[config.mk]
export PLATFORM = sky130hd
export DESIGN_NAME = draw_tank
export DESIGN_NICKNAME = d
export VERILOG_FILES = /design/src/rtl/draw_tank.sv
export SDC_FILE = /design/constraint.sdc
export NUM_CORES = 1
export LEC_CHECK = 0
export CORE_MARGIN = 4
export CORE_UTILIZATION = 30
export CTS_CLUSTER_SIZE = 12
export DETAILED_ROUTE_END_ITERATION = 10
export GPL_TIMING_DRIVEN = 0
export PLACE_DENSITY = 0.52
export SYNTH_ARGS = -nofsm -noshare
export SYNTH_HDL_FRONTEND = slang
export SYNTH_SLANG_ARGS = --single-unit
[constraint.sdc]
create_clock -name clk -period 3.2 [get_ports clk]
set_input_delay 0.64 -clock clk [delete_from_list [all_inputs] [get_ports clk]]
set_output_delay 0.64 -clock clk [all_outputs]
set_load 0.02 [all_outputs]
[src/rtl/draw_tank.sv]
`timescale 1ns/1ps
`default_nettype none
// +-----------------------------------------------------------------------------+
// | draw_tank : 3-stage VGA sprite overlay (48x64 tank over background video).  |
// | Optional: define DRAW_TANK_TRANSPARENCY_EN to treat KEY_COLOR as see-thru.  |
// | Revision : 1.0                                                              |
// +-----------------------------------------------------------------------------+
module draw_tank #(
  parameter logic [10:0] XPOS_RST  = 11'd100,
  parameter logic [10:0] YPOS_RST  = 11'd100,
  parameter logic [11:0] KEY_COLOR = 12'hF0F
) (
  input  logic        clk,
  input  logic        rst,
  input  logic [10:0] hcount_in,
  input  logic [10:0] vcount_in,
  input  logic        hsync_in,
  input  logic        hblnk_in,
  input  logic        vsync_in,
  input  logic        vblnk_in,
  input  logic [11:0] rgb_in,
  input  logic [10:0] xpos,
  input  logic [10:0] ypos,
  output logic [11:0] rom_addr,
  input  logic [11:0] rom_rgb,
  output logic [10:0] hcount_out,
  output logic [10:0] vcount_out,
  output logic        hsync_out,
  output logic        hblnk_out,
  output logic        vsync_out,
  output logic        vblnk_out,
  output logic [11:0] rgb_out
);

  localparam logic [11:0] c_SPRITE_W = 12'd48;
  localparam logic [11:0] c_SPRITE_H = 12'd64;

  logic        vblnk_prev_q;
  logic [10:0] xpos_l_q, ypos_l_q;

  logic        inside1_q, inside2_q;
  logic [10:0] hcount1_q, vcount1_q, hcount2_q, vcount2_q;
  logic [3:0]  tim1_q, tim2_q;   // {hsync, hblnk, vsync, vblnk}
  logic [11:0] rgb1_q, rgb2_q;

  logic        inside_d;
  logic [11:0] h_ext, v_ext, xl_ext, yl_ext;
  logic [5:0]  x_lo, y_lo;
  logic [11:0] rom_addr_d;
  logic        show_sprite;
  logic [11:0] rgb_d;
  logic        vblnk_rise;

  always_comb begin
    h_ext  = {1'b0, hcount_in};
    v_ext  = {1'b0, vcount_in};
    xl_ext = {1'b0, xpos_l_q};
    yl_ext = {1'b0, ypos_l_q};
    inside_d = (h_ext >= xl_ext) && (h_ext < xl_ext + c_SPRITE_W) &&
               (v_ext >= yl_ext) && (v_ext < yl_ext + c_SPRITE_H);
    // Only the low six bits of the local offset reach the ROM address.
    x_lo = hcount_in[5:0] - xpos_l_q[5:0];
    y_lo = vcount_in[5:0] - ypos_l_q[5:0];
    rom_addr_d = inside_d ? {y_lo, x_lo} : 12'h000;
    vblnk_rise = vblnk_in & ~vblnk_prev_q;
`ifdef DRAW_TANK_TRANSPARENCY_EN
    show_sprite = inside2_q && (rom_rgb != KEY_COLOR);
`else
    show_sprite = inside2_q;
`endif
    if (tim2_q[2] || tim2_q[0])
      rgb_d = 12'h000;
    else if (show_sprite)
      rgb_d = rom_rgb;
    else
      rgb_d = rgb2_q;
  end

  always_ff @(posedge clk) begin
    if (rst) begin
      vblnk_prev_q <= 1'b0;
      xpos_l_q     <= XPOS_RST;
      ypos_l_q     <= YPOS_RST;
      rom_addr     <= 12'h000;
      inside1_q    <= 1'b0;
      hcount1_q    <= '0;
      vcount1_q    <= '0;
      tim1_q       <= '0;
      rgb1_q       <= '0;
      inside2_q    <= 1'b0;
      hcount2_q    <= '0;
      vcount2_q    <= '0;
      tim2_q       <= '0;
      rgb2_q       <= '0;
      hcount_out   <= '0;
      vcount_out   <= '0;
      hsync_out    <= 1'b0;
      hblnk_out    <= 1'b0;
      vsync_out    <= 1'b0;
      vblnk_out    <= 1'b0;
      rgb_out      <= '0;
    end else begin
      vblnk_prev_q <= vblnk_in;
      // Position only moves at the start of vertical blanking.
      if (vblnk_rise) begin
        xpos_l_q <= xpos;
        ypos_l_q <= ypos;
      end
      rom_addr   <= rom_addr_d;
      inside1_q  <= inside_d;
      hcount1_q  <= hcount_in;
      vcount1_q  <= vcount_in;
      tim1_q     <= {hsync_in, hblnk_in, vsync_in, vblnk_in};
      rgb1_q     <= rgb_in;
      inside2_q  <= inside1_q;
      hcount2_q  <= hcount1_q;
      vcount2_q  <= vcount1_q;
      tim2_q     <= tim1_q;
      rgb2_q     <= rgb1_q;
      hcount_out <= hcount2_q;
      vcount_out <= vcount2_q;
      hsync_out  <= tim2_q[3];
      hblnk_out  <= tim2_q[2];
      vsync_out  <= tim2_q[1];
      vblnk_out  <= tim2_q[0];
      rgb_out    <= rgb_d;
    end
  end

endmodule
`default_nettype wire

==> results of run 1 <==
power by group:
part	internal (uW)	switching, uW	leakage (uW)	total, uW
Clock	1110	813	0.000274	1920
Sequential	1950	27.9	0.00123	1970
Combinational	260	272	0.00145	532
synthesized netlist by cell type, types with 2 or more instances:
cell,count
ha_1,36
xnor2_1,10
buf_1,3
nor4_2,9
inv_1,25
a21oi_1,32
mux2i_1,12
nand4_1,6
xor2_1,4
nand2b_1,5
nor3_1,2
o21a_1,3
dfxtp_1,150
nand2_1,39
a211o_1,7
o21ai_0,5
fa_1,2
nor4_1,2
clkbuf_1,18
nand3_1,6
a21o_1,3
nor2b_1,103
nor2_1,33
area by class of cell:
class | instances | share of cell area [%]
well taps | 229 | 3.75
multi-input cells | 338 | 30.8
plain buffers | 24 | 1.34
clock buffers | 18 | 5.75
inverters | 25 | 1.23
flip-flops and latches | 150 | 39.3
repair buffers | 122 | 16.0
clock inverters | 14 | 1.83
worst register-to-register path, delay by kind of cell (launching register included):
kind,cells,cell delay [ns]
AOI/OAI and AO/OA,3,1.15
buffers and inverters,1,0.25
adders and majority gates,1,0.28
DFF,1,0.33
xor gates and xnor gates,1,0.21
and+or+nand+nor,2,0.45
logic make-up after synthesis:
family          count (synthesis)  share of synthesized area (%)
simple gates                  210                           21.3
flops                         150                           54.1
compound gates                 64                           7.89
buf+inv                        49                           3.54
fa+ha+maj                      38                           8.83
xor+xnor                       14                           2.21
mux                            12                           2.16
metrics by stage:
stage / util, % / instance area [um2] / total power (uW)
finish: 42.2 / 7640 / 4430
global route: 42.2 / 7640 / 4650
CTS: 42.2 / 7640 / 4500
detailed placement: 39.0 / 7060 / 2550
global placement: 39.0 / 7060 / 2550
floorplan: - / 5550 / 2330
layout by cell type, fill, tap and decap left out, types with 17 or more instances in the layout:
cell type and n:
clkbuf_1 18, nor2_1 33, dfxtp_1 150, inv_1 25, nor2b_1 103, a21oi_1 32, nand2_1 39, ha_1 36
clkbuf_16 17, clkdlybuf4s50_1 122
per-layer routing:
layer | GRT usage, % | wire, um | vias up
li1 | - | - | 2055
met1 | 16.2 | 5970 | 1750
met2 | 21.5 | 6150 | 83
met3 | 4.00 | 556 | 7
met4 | 3.72 | 114 | 0
met5 | 0 | 0 | -
sequential cells by signal (all words and copies together), names as in the netlist, 4 cells and up:
register	cells
hcount1_q	11
hcount2_q	11
hcount_out	11
rgb1_q	12
rgb2_q	12
rgb_out	12
rom_addr	12
tim1_q	4
tim2_q	4
vcount1_q	11
vcount2_q	11
vcount_out	11
xpos_l_q	11
ypos_l_q	11
worst paths after layout:
path,from,endpoint,slack [ns],depth (start not counted)
worst min-delay path,rgb1_q[11],rgb2_q[11],0.43,1
worst min register to register,rgb1_q[11],rgb2_q[11],0.43,1
worst max-delay path,hcount_in[0],inside1_q,0.28,10
worst max register to register,xpos_l_q[4],inside1_q,0.40,8
==> impl_metrics.toml, run 1 <==
[sta]
fmax_mhz = 343
drv_slew = 0
grt_setup_unrepaired = "no"
worst_slew_pin_slew_ns = 0.689
fin_ws_ns = 0.281
timing.final.crit_period_ns = 2.92
fin_hold_ws_ns = 0.433
slew_headroom_pct = 54.1
hold_viol_final = 0
min_period_over_period_pct = 91.2
setup_viol = 0
final.setup_skew_ns = 0.0151
fin_setup_tns_ns = 0

[pwr]
ir_drop_uv = 389
p_leak_uw = 0.00295
powerDensity_mw_per_mm2 = 580

[yosys]
seq_area_frac_synth_pct = 54.1
ys_ff_latch = 150
synth_top_area_share_pct = 54.1
synth.area.top_cells = "dfxtp_1 (54%), nor2b_1 (12%), ha_1 (8.1%), a21oi_1 (2.9%), nand2_1 (2.6%)"
netlist_area_mm2 = 0.00555
synth_top_cell_by_area = "dfxtp_1"
synthArstFlopShare_pct = 0
synth_edf_count = 0
synth.distinct_cells = 45
synthCells = 537
avgSynthCellArea_um2 = 10.3
synth_warnings = 0
syn_nets = 649
yosys_most_used_dff = "dfxtp_1"

[cts]
clockRootBuffer = "clkbuf_16"
clock_latency_ns = 0.42
tritoncts = "yes"
postCtsSetupBuffers = 0
cts_buffers = 17
htree_levels = 4
clock_sinks = 150
hold_buffers = 0
clk_pin_slew_worst_paths_ns = 0.06
cts-resized-gates = 0
cts_buffer_depth = 2

[placement]
io_buffers = 122
dp.cells = 888
gp_congestion = 0.817
dp_slack_ns = -0.144
detailed_place_hpwl_mm = 10.0

[worst_setup_path]
path_delay_family = "compound AO/OA/AOI/OAI gates"
max_stage_delay_ns = 0.45
crit_fanout = 10
cp_slowest_cell = "clkdlybuf4s50_1"
crit_buf_inv = 3
criticalPathCategory = "in -> reg"
cp-end-kind = "register"
path_cells = "clkdlybuf4s50_1 > inv_1 > ha_1 > fa_1 > nand2b_1 > a211oi_1 > o2111ai_1 > a21oi_1 > buf_4 > nor3_1"
cp-start-kind = "input pin"
arrival_ns = 3.20
worst_ep_required_time_ns = 3.48

[global_route]
grt_max_degree = 17
globalRouteTotalUtil_pct = 12.9
grt_pass1_wl_mm = 20.6
grt_overflow = 0
antenna_found_initial = 0
grt_pass1_vias = 4099

[floorplanning]
die_w_um = 144
die_h_um = 144
core_area_mm2 = 0.0181
start_util_pct = 30.7
boundaryPins = 124
rows = 49
die-area_mm2 = 0.0208

[detailed_routing]
initialDrtViolationCount = 149
vias = 3895
antenna_left = 0
drt_wl_total_mm = 12.8
wl_per_cell_um = 13.9
drtPass1Iterations = 4
viasPerCell = 4.23
drcViolationCount = 0

[final_layout]
instances_no_fill = 920
layout.nets = 790
multi_input_area_mm2 = 0.00235
n_fill_cell = 1752
drive_above_1_share_pct = 7.24
diodes = 0
seqCellArea_mm2 = 0.00300
syn_to_final_growth_pct = 37.6

[status]
status = "finished clean"

[hold_path]
worstHoldPathType = "reg -> reg"

[flow_run]
maxCapViolations = 0
No activity file was read; power rests on OpenSTA's default activity.
==> inputs of run 2 (changes only) <==
--- a/config.mk
+++ b/config.mk
@@ -5,7 +5,7 @@
 export SDC_FILE = /design/constraint.sdc
 export NUM_CORES = 1
 export LEC_CHECK = 0
-export CORE_MARGIN = 4
+export CORE_ASPECT_RATIO = 0.9
 export CORE_UTILIZATION = 30
 export CTS_CLUSTER_SIZE = 12
 export DETAILED_ROUTE_END_ITERATION = 10
==> run 2 against run 1 <==
Maximum frequency shrank 2.0%. Via count grew 2.8%. Critical path depth stayed put. Sequential cell count is the same. Combinational power about the same. Clock power up 7%. Cell area grew 0.66%. Register-to-register slack gained 0.02 ns. Clock skew shrank 0.0058 ns. Worst setup slack worse by 0.059 ns. Sequential share of layout area decreased by 0.26 points. Critical endpoint unchanged. Largest power group is now clock.
==> impl_metrics.toml, run 2 (synthesis results as in run 1) <==
[sta]
grt_setup_unrepaired = "no"
timing.final.crit_period_ns = 2.98
final.setup_skew_ns = 0.00927
setup_viol = 0
slew_headroom_pct = 54.8
worst_slew_pin_slew_ns = 0.678
hold_viol_final = 0
fin_hold_ws_ns = 0.432
drv_slew = 0
fin_setup_tns_ns = 0
fmax_mhz = 336
min_period_over_period_pct = 93.1

[worst_setup_path]
cp-startpoint = "hcount_in[0]"
timing.rr.end = "inside1_q"
r2r_slack_ns = 0.42
cp_slowest_cell = "clkdlybuf4s50_1"
cp-endpoint = "inside1_q"
r2r_start = "xpos_l_q[4]"
criticalPathCategory = "in -> reg"
crit_buf_inv = 3
max_stage_delay_ns = 0.45
path_cells = "clkdlybuf4s50_1 > inv_1 > ha_1 > fa_1 > nand2b_1 > a211oi_1 > o2111ai_1 > a21oi_1 > buf_4 > nor3_1"
reg2reg_depth = 8
path_depth = 10
path_delay_family = "compound AO/OA/AOI/OAI gates"
arrival_ns = 3.26
cp-end-kind = "register"
worst_ep_required_time_ns = 3.48
cp-start-kind = "input pin"
crit_fanout = 10

[floorplanning]
boundaryPins = 124
die-area_mm2 = 0.0191
die_w_um = 145
rows = 46
core_area_mm2 = 0.0178
die_h_um = 131
start_util_pct = 31.1

[cts]
cts_buffer_depth = 2
cts_buffers = 17
cts-resized-gates = 0
clk_pin_slew_worst_paths_ns = 0.07
postCtsSetupBuffers = 0
tritoncts = "yes"
clock_latency_ns = 0.43
clock_sinks = 150
htree_levels = 4
clockRootBuffer = "clkbuf_16"
hold_buffers = 0

[pwr]
totalPowerFinal_uw = 4570
ir_drop_uv = 328
powerDensity_mw_per_mm2 = 594
p_leak_uw = 0.00298

[global_route]
grt_overflow = 0
globalRouteTotalUtil_pct = 14.2
grt_pass1_vias = 3906
grt_max_degree = 17
antenna_found_initial = 0
grt_pass1_wl_mm = 20.3

[detailed_routing]
drtPass1Iterations = 4
drt_wl_total_mm = 12.7
vias = 4006
wl_per_cell_um = 13.6
antenna_left = 0
initialDrtViolationCount = 122
drcViolationCount = 0
viasPerCell = 4.30

[final_layout]
final_common_cell = "dfxtp_1"
multi_input_area_mm2 = 0.00235
syn_to_final_growth_pct = 38.5
layout.nets = 790
utilization_pct = 43.1
seqCellArea_mm2 = 0.00300
mostFrequentLayoutCells = "dfxtp_1 (150), clkdlybuf4s50_1 (122), nor2b_1 (103)"
drive_above_1_share_pct = 7.24
n_fill_cell = 1737
diodes = 0

[placement]
detailed_place_hpwl_mm = 9.76
io_buffers = 122
gp_congestion = 0.815

[hold_path]
worstHoldPathType = "reg -> reg"

[status]
status = "finished clean"

[flow_run]
maxCapViolations = 0
==> run 2: cell count changes in the layout (fill, tap and decap cells not counted) <==
cell and delta:
inv_6 +1, bufinv_16 +1, clkinv_2 -1, inv_8 +3, clkinv_4 -1, clkinvlp_4 -3
==> run 2: metal layers <==
metal  track usage (%)  wire length [um]
met5                 0                 0
met4              4.83               145
met3              4.81               719
met2              22.3              5670
met1              18.3              6170
==> run 2: how the worst min path moves through the flow <==
stage | depth (start not counted) | slack, ns | start | end
4_1_cts | 1 | 0.44 | rgb1_q[1] | rgb2_q[1]
2_1_floorplan | 1 | 0.41 | hcount1_q[0] | hcount2_q[0]
6_report | 1 | 0.43 | rgb1_q[5] | rgb2_q[5]
3_3_place_gp | 1 | 0.42 | rgb1_q[7] | rgb2_q[7]
5_1_grt | 1 | 0.45 | hcount1_q[5] | hcount2_q[5]
3_5_place_dp | 1 | 0.42 | rgb1_q[1] | rgb2_q[1]
==> run 2: power breakdown <==
part	total [uW]	internal, uW	switching (uW)
logic	535	260	275
registers	1970	1950	27.4
clock network	2060	1210	853
==> run 2: final cells by class <==
type	count	share of cell area [%]
Clock inverter	14	2.29
Multi-Input combinational cell	338	30.6
Clock buffer	18	5.71
Buffer	24	1.33
Inverter	25	1.22
Timing Repair Buffer	122	15.9
Sequential cell	150	39.0
Tap cell	240	3.90
==> run 2: per-stage QoR <==
| step | area, um2 | worst slack (ns) | instances |
|---|---|---|---|
| 5_1_grt | 7690 | 0.150 | 931 |
| 4_1_cts | 7690 | 0.264 | 931 |
| 3_3_place_gp | 7070 | -0.153 | 899 |
| 2_1_floorplan | 5550 | 0.799 | 537 |
| 3_5_place_dp | 7070 | -0.186 | 899 |
| 6_report | 7690 | 0.222 | 931 |
==> run 2: worst reg2reg max path, stage by stage, from the launching register on <==
cell and delay [ns]:
dfxtp_1 0.34, o21ai_0 0.47, nor3_1 0.12, xnor2_1 0.15, ha_1 0.30, a2111oi_0 0.47
a21oi_1 0.24, buf_4 0.25, nor3_1 0.31
==> inputs of run 3 (changes only) <==
--- a/config.mk
+++ b/config.mk
@@ -6,11 +6,12 @@
 export NUM_CORES = 1
 export LEC_CHECK = 0
 export CORE_ASPECT_RATIO = 0.9
-export CORE_UTILIZATION = 30
+export CORE_UTILIZATION = 50
+export CTS_BUF_LIST = sky130_fd_sc_hd__clkbuf_4 sky130_fd_sc_hd__clkbuf_8 sky130_fd_sc_hd__clkbuf_16
 export CTS_CLUSTER_SIZE = 12
 export DETAILED_ROUTE_END_ITERATION = 10
 export GPL_TIMING_DRIVEN = 0
-export PLACE_DENSITY = 0.52
+export PLACE_DENSITY = 0.79
 export SYNTH_ARGS = -nofsm -noshare
 export SYNTH_HDL_FRONTEND = slang
 export SYNTH_SLANG_ARGS = --single-unit
==> run 3 against run 2 <==
Critical path depth is the same. Via count grew 0.92%. Critical endpoint unchanged. Clock power shrank 3%. Sequential power is essentially flat. Non-clock buffer count is the same. Die area shrank 39%. Worst setup slack gained 0.18 ns. Clock skew grew 0.0039 ns. Utilization grew 27 points. Hold slack lost 0.0020 ns.
==> impl_metrics.toml, run 3 (synthesis results as in run 1) <==
[placement]
io_buffers = 122
gp_congestion = 0.831
dp.cells = 792
dpl_cell_area_mm2 = 0.00694
detailed_place_hpwl_mm = 8.41

[detailed_routing]
antenna_left = 0
drt_wl_total_mm = 11.4
drtPass1Iterations = 4
vias = 4043
initialDrtViolationCount = 187
viasPerCell = 4.91
wl_per_cell_um = 13.8
drcViolationCount = 0

[cts]
postCtsSetupBuffers = 0
clockRootBuffer = "clkbuf_16"
hold_buffers = 0
cts_buffer_depth = 2
cts-resized-gates = 0
htree_levels = 4
tritoncts = "yes"
clk_pin_slew_worst_paths_ns = 0.07
cts_buffers = 17
clock_sinks = 150
clock_latency_ns = 0.42

[final_layout]
mostFrequentLayoutCells = "dfxtp_1 (150), clkdlybuf4s50_1 (122), nor2b_1 (103)"
final_common_cell = "dfxtp_1"
diodes = 0
drive_above_1_share_pct = 7.24
syn_to_final_growth_pct = 35.9
n_fill_cell = 799
layout.nets = 790
final_area_mm2 = 0.00755
instances_no_fill = 824
utilization_pct = 69.8

[pwr]
p_leak_uw = 0.00297
ir_drop_uv = 331
powerDensity_mw_per_mm2 = 597

[worst_setup_path]
crit_fanout = 10
cp-end-kind = "register"
arrival_ns = 3.08
worst_ep_required_time_ns = 3.48
criticalPathCategory = "in -> reg"
cp-start-kind = "input pin"

[global_route]
grt_pass1_vias = 3853
globalRouteTotalUtil_pct = 20.7
grt_overflow = 0
antenna_found_initial = 0
grt_pass1_wl_mm = 18.2
grt_max_degree = 18

[sta]
min_period_over_period_pct = 87.5
fmax_mhz = 357
drv_slew = 0
timing.final.crit_period_ns = 2.80
setup_viol = 0
final.setup_skew_ns = 0.0132
fin_hold_ws_ns = 0.430
worst_slew_pin_slew_ns = 0.698
grt_setup_unrepaired = "no"
slew_headroom_pct = 53.5
hold_viol_final = 0

[floorplanning]
start_util_pct = 51.4
die_w_um = 113
rows = 36
boundaryPins = 124
core_area_mm2 = 0.0108
die_h_um = 102
die-area_mm2 = 0.0115

[status]
status = "finished clean"

[hold_path]
worstHoldPathType = "reg -> reg"

[flow_run]
maxCapViolations = 0
## run 3: stage by stage
stage | power, uW | setup TNS [ns] | setup WS, ns
floorplan | 2330 | 0 | 0.799
global placement | 2520 | -0.00660 | -0.00660
detailed placement | 2540 | -0.00184 | -0.00184
CTS | 4540 | 0 | 0.421
global route | 4670 | 0 | 0.213
finish | 4500 | 0 | 0.399
## run 3: report_power, final
part	switching, uW	internal, uW	total [uW]	leakage [uW]
combinational	268	260	528	0.00145
clock	878	1120	2000	0.000292
sequential	28.4	1950	1970	0.00123
## run 3: cell type report
type	instances	area, um2	share of cell area (%)
clock buffer	17	425	5.64
multi-input combinational	338	2350	31.2
inverter	25	93.8	1.24
buffer	24	103	1.36
tap	133	166	2.21
clock inverter	15	180	2.39
timing repair buffer	122	1220	16.2
sequential	150	3000	39.8
## run 3: final timing paths
check,to,start,cells after the start,slack (ns)
hold / removal,vcount_out[6],vcount2_q[6],1,0.43
hold reg to reg,vcount_out[6],vcount2_q[6],1,0.43
setup reg to reg,rom_addr[8],xpos_l_q[4],8,0.51
setup / recovery,inside1_q,hcount_in[0],10,0.40
## run 3: worst max-delay path, stage by stage
cell	delay [ns]
clkdlybuf4s50_1	0.45
inv_1	0.05
ha_1	0.22
fa_1	0.41
nand2b_1	0.18
a211oi_1	0.26
o2111ai_1	0.15
a21oi_1	0.35
buf_4	0.28
nor3_1	0.09
## run 3: metal layers
layer / GRT usage, % / vias up / routed length, um
met5: 0 / - / 0
met4: 9.51 / 0 / 214
met3: 4.98 / 21 / 710
met2: 36.1 / 125 / 5480
met1: 24.3 / 1841 / 5000
li1: - / 2056 / -
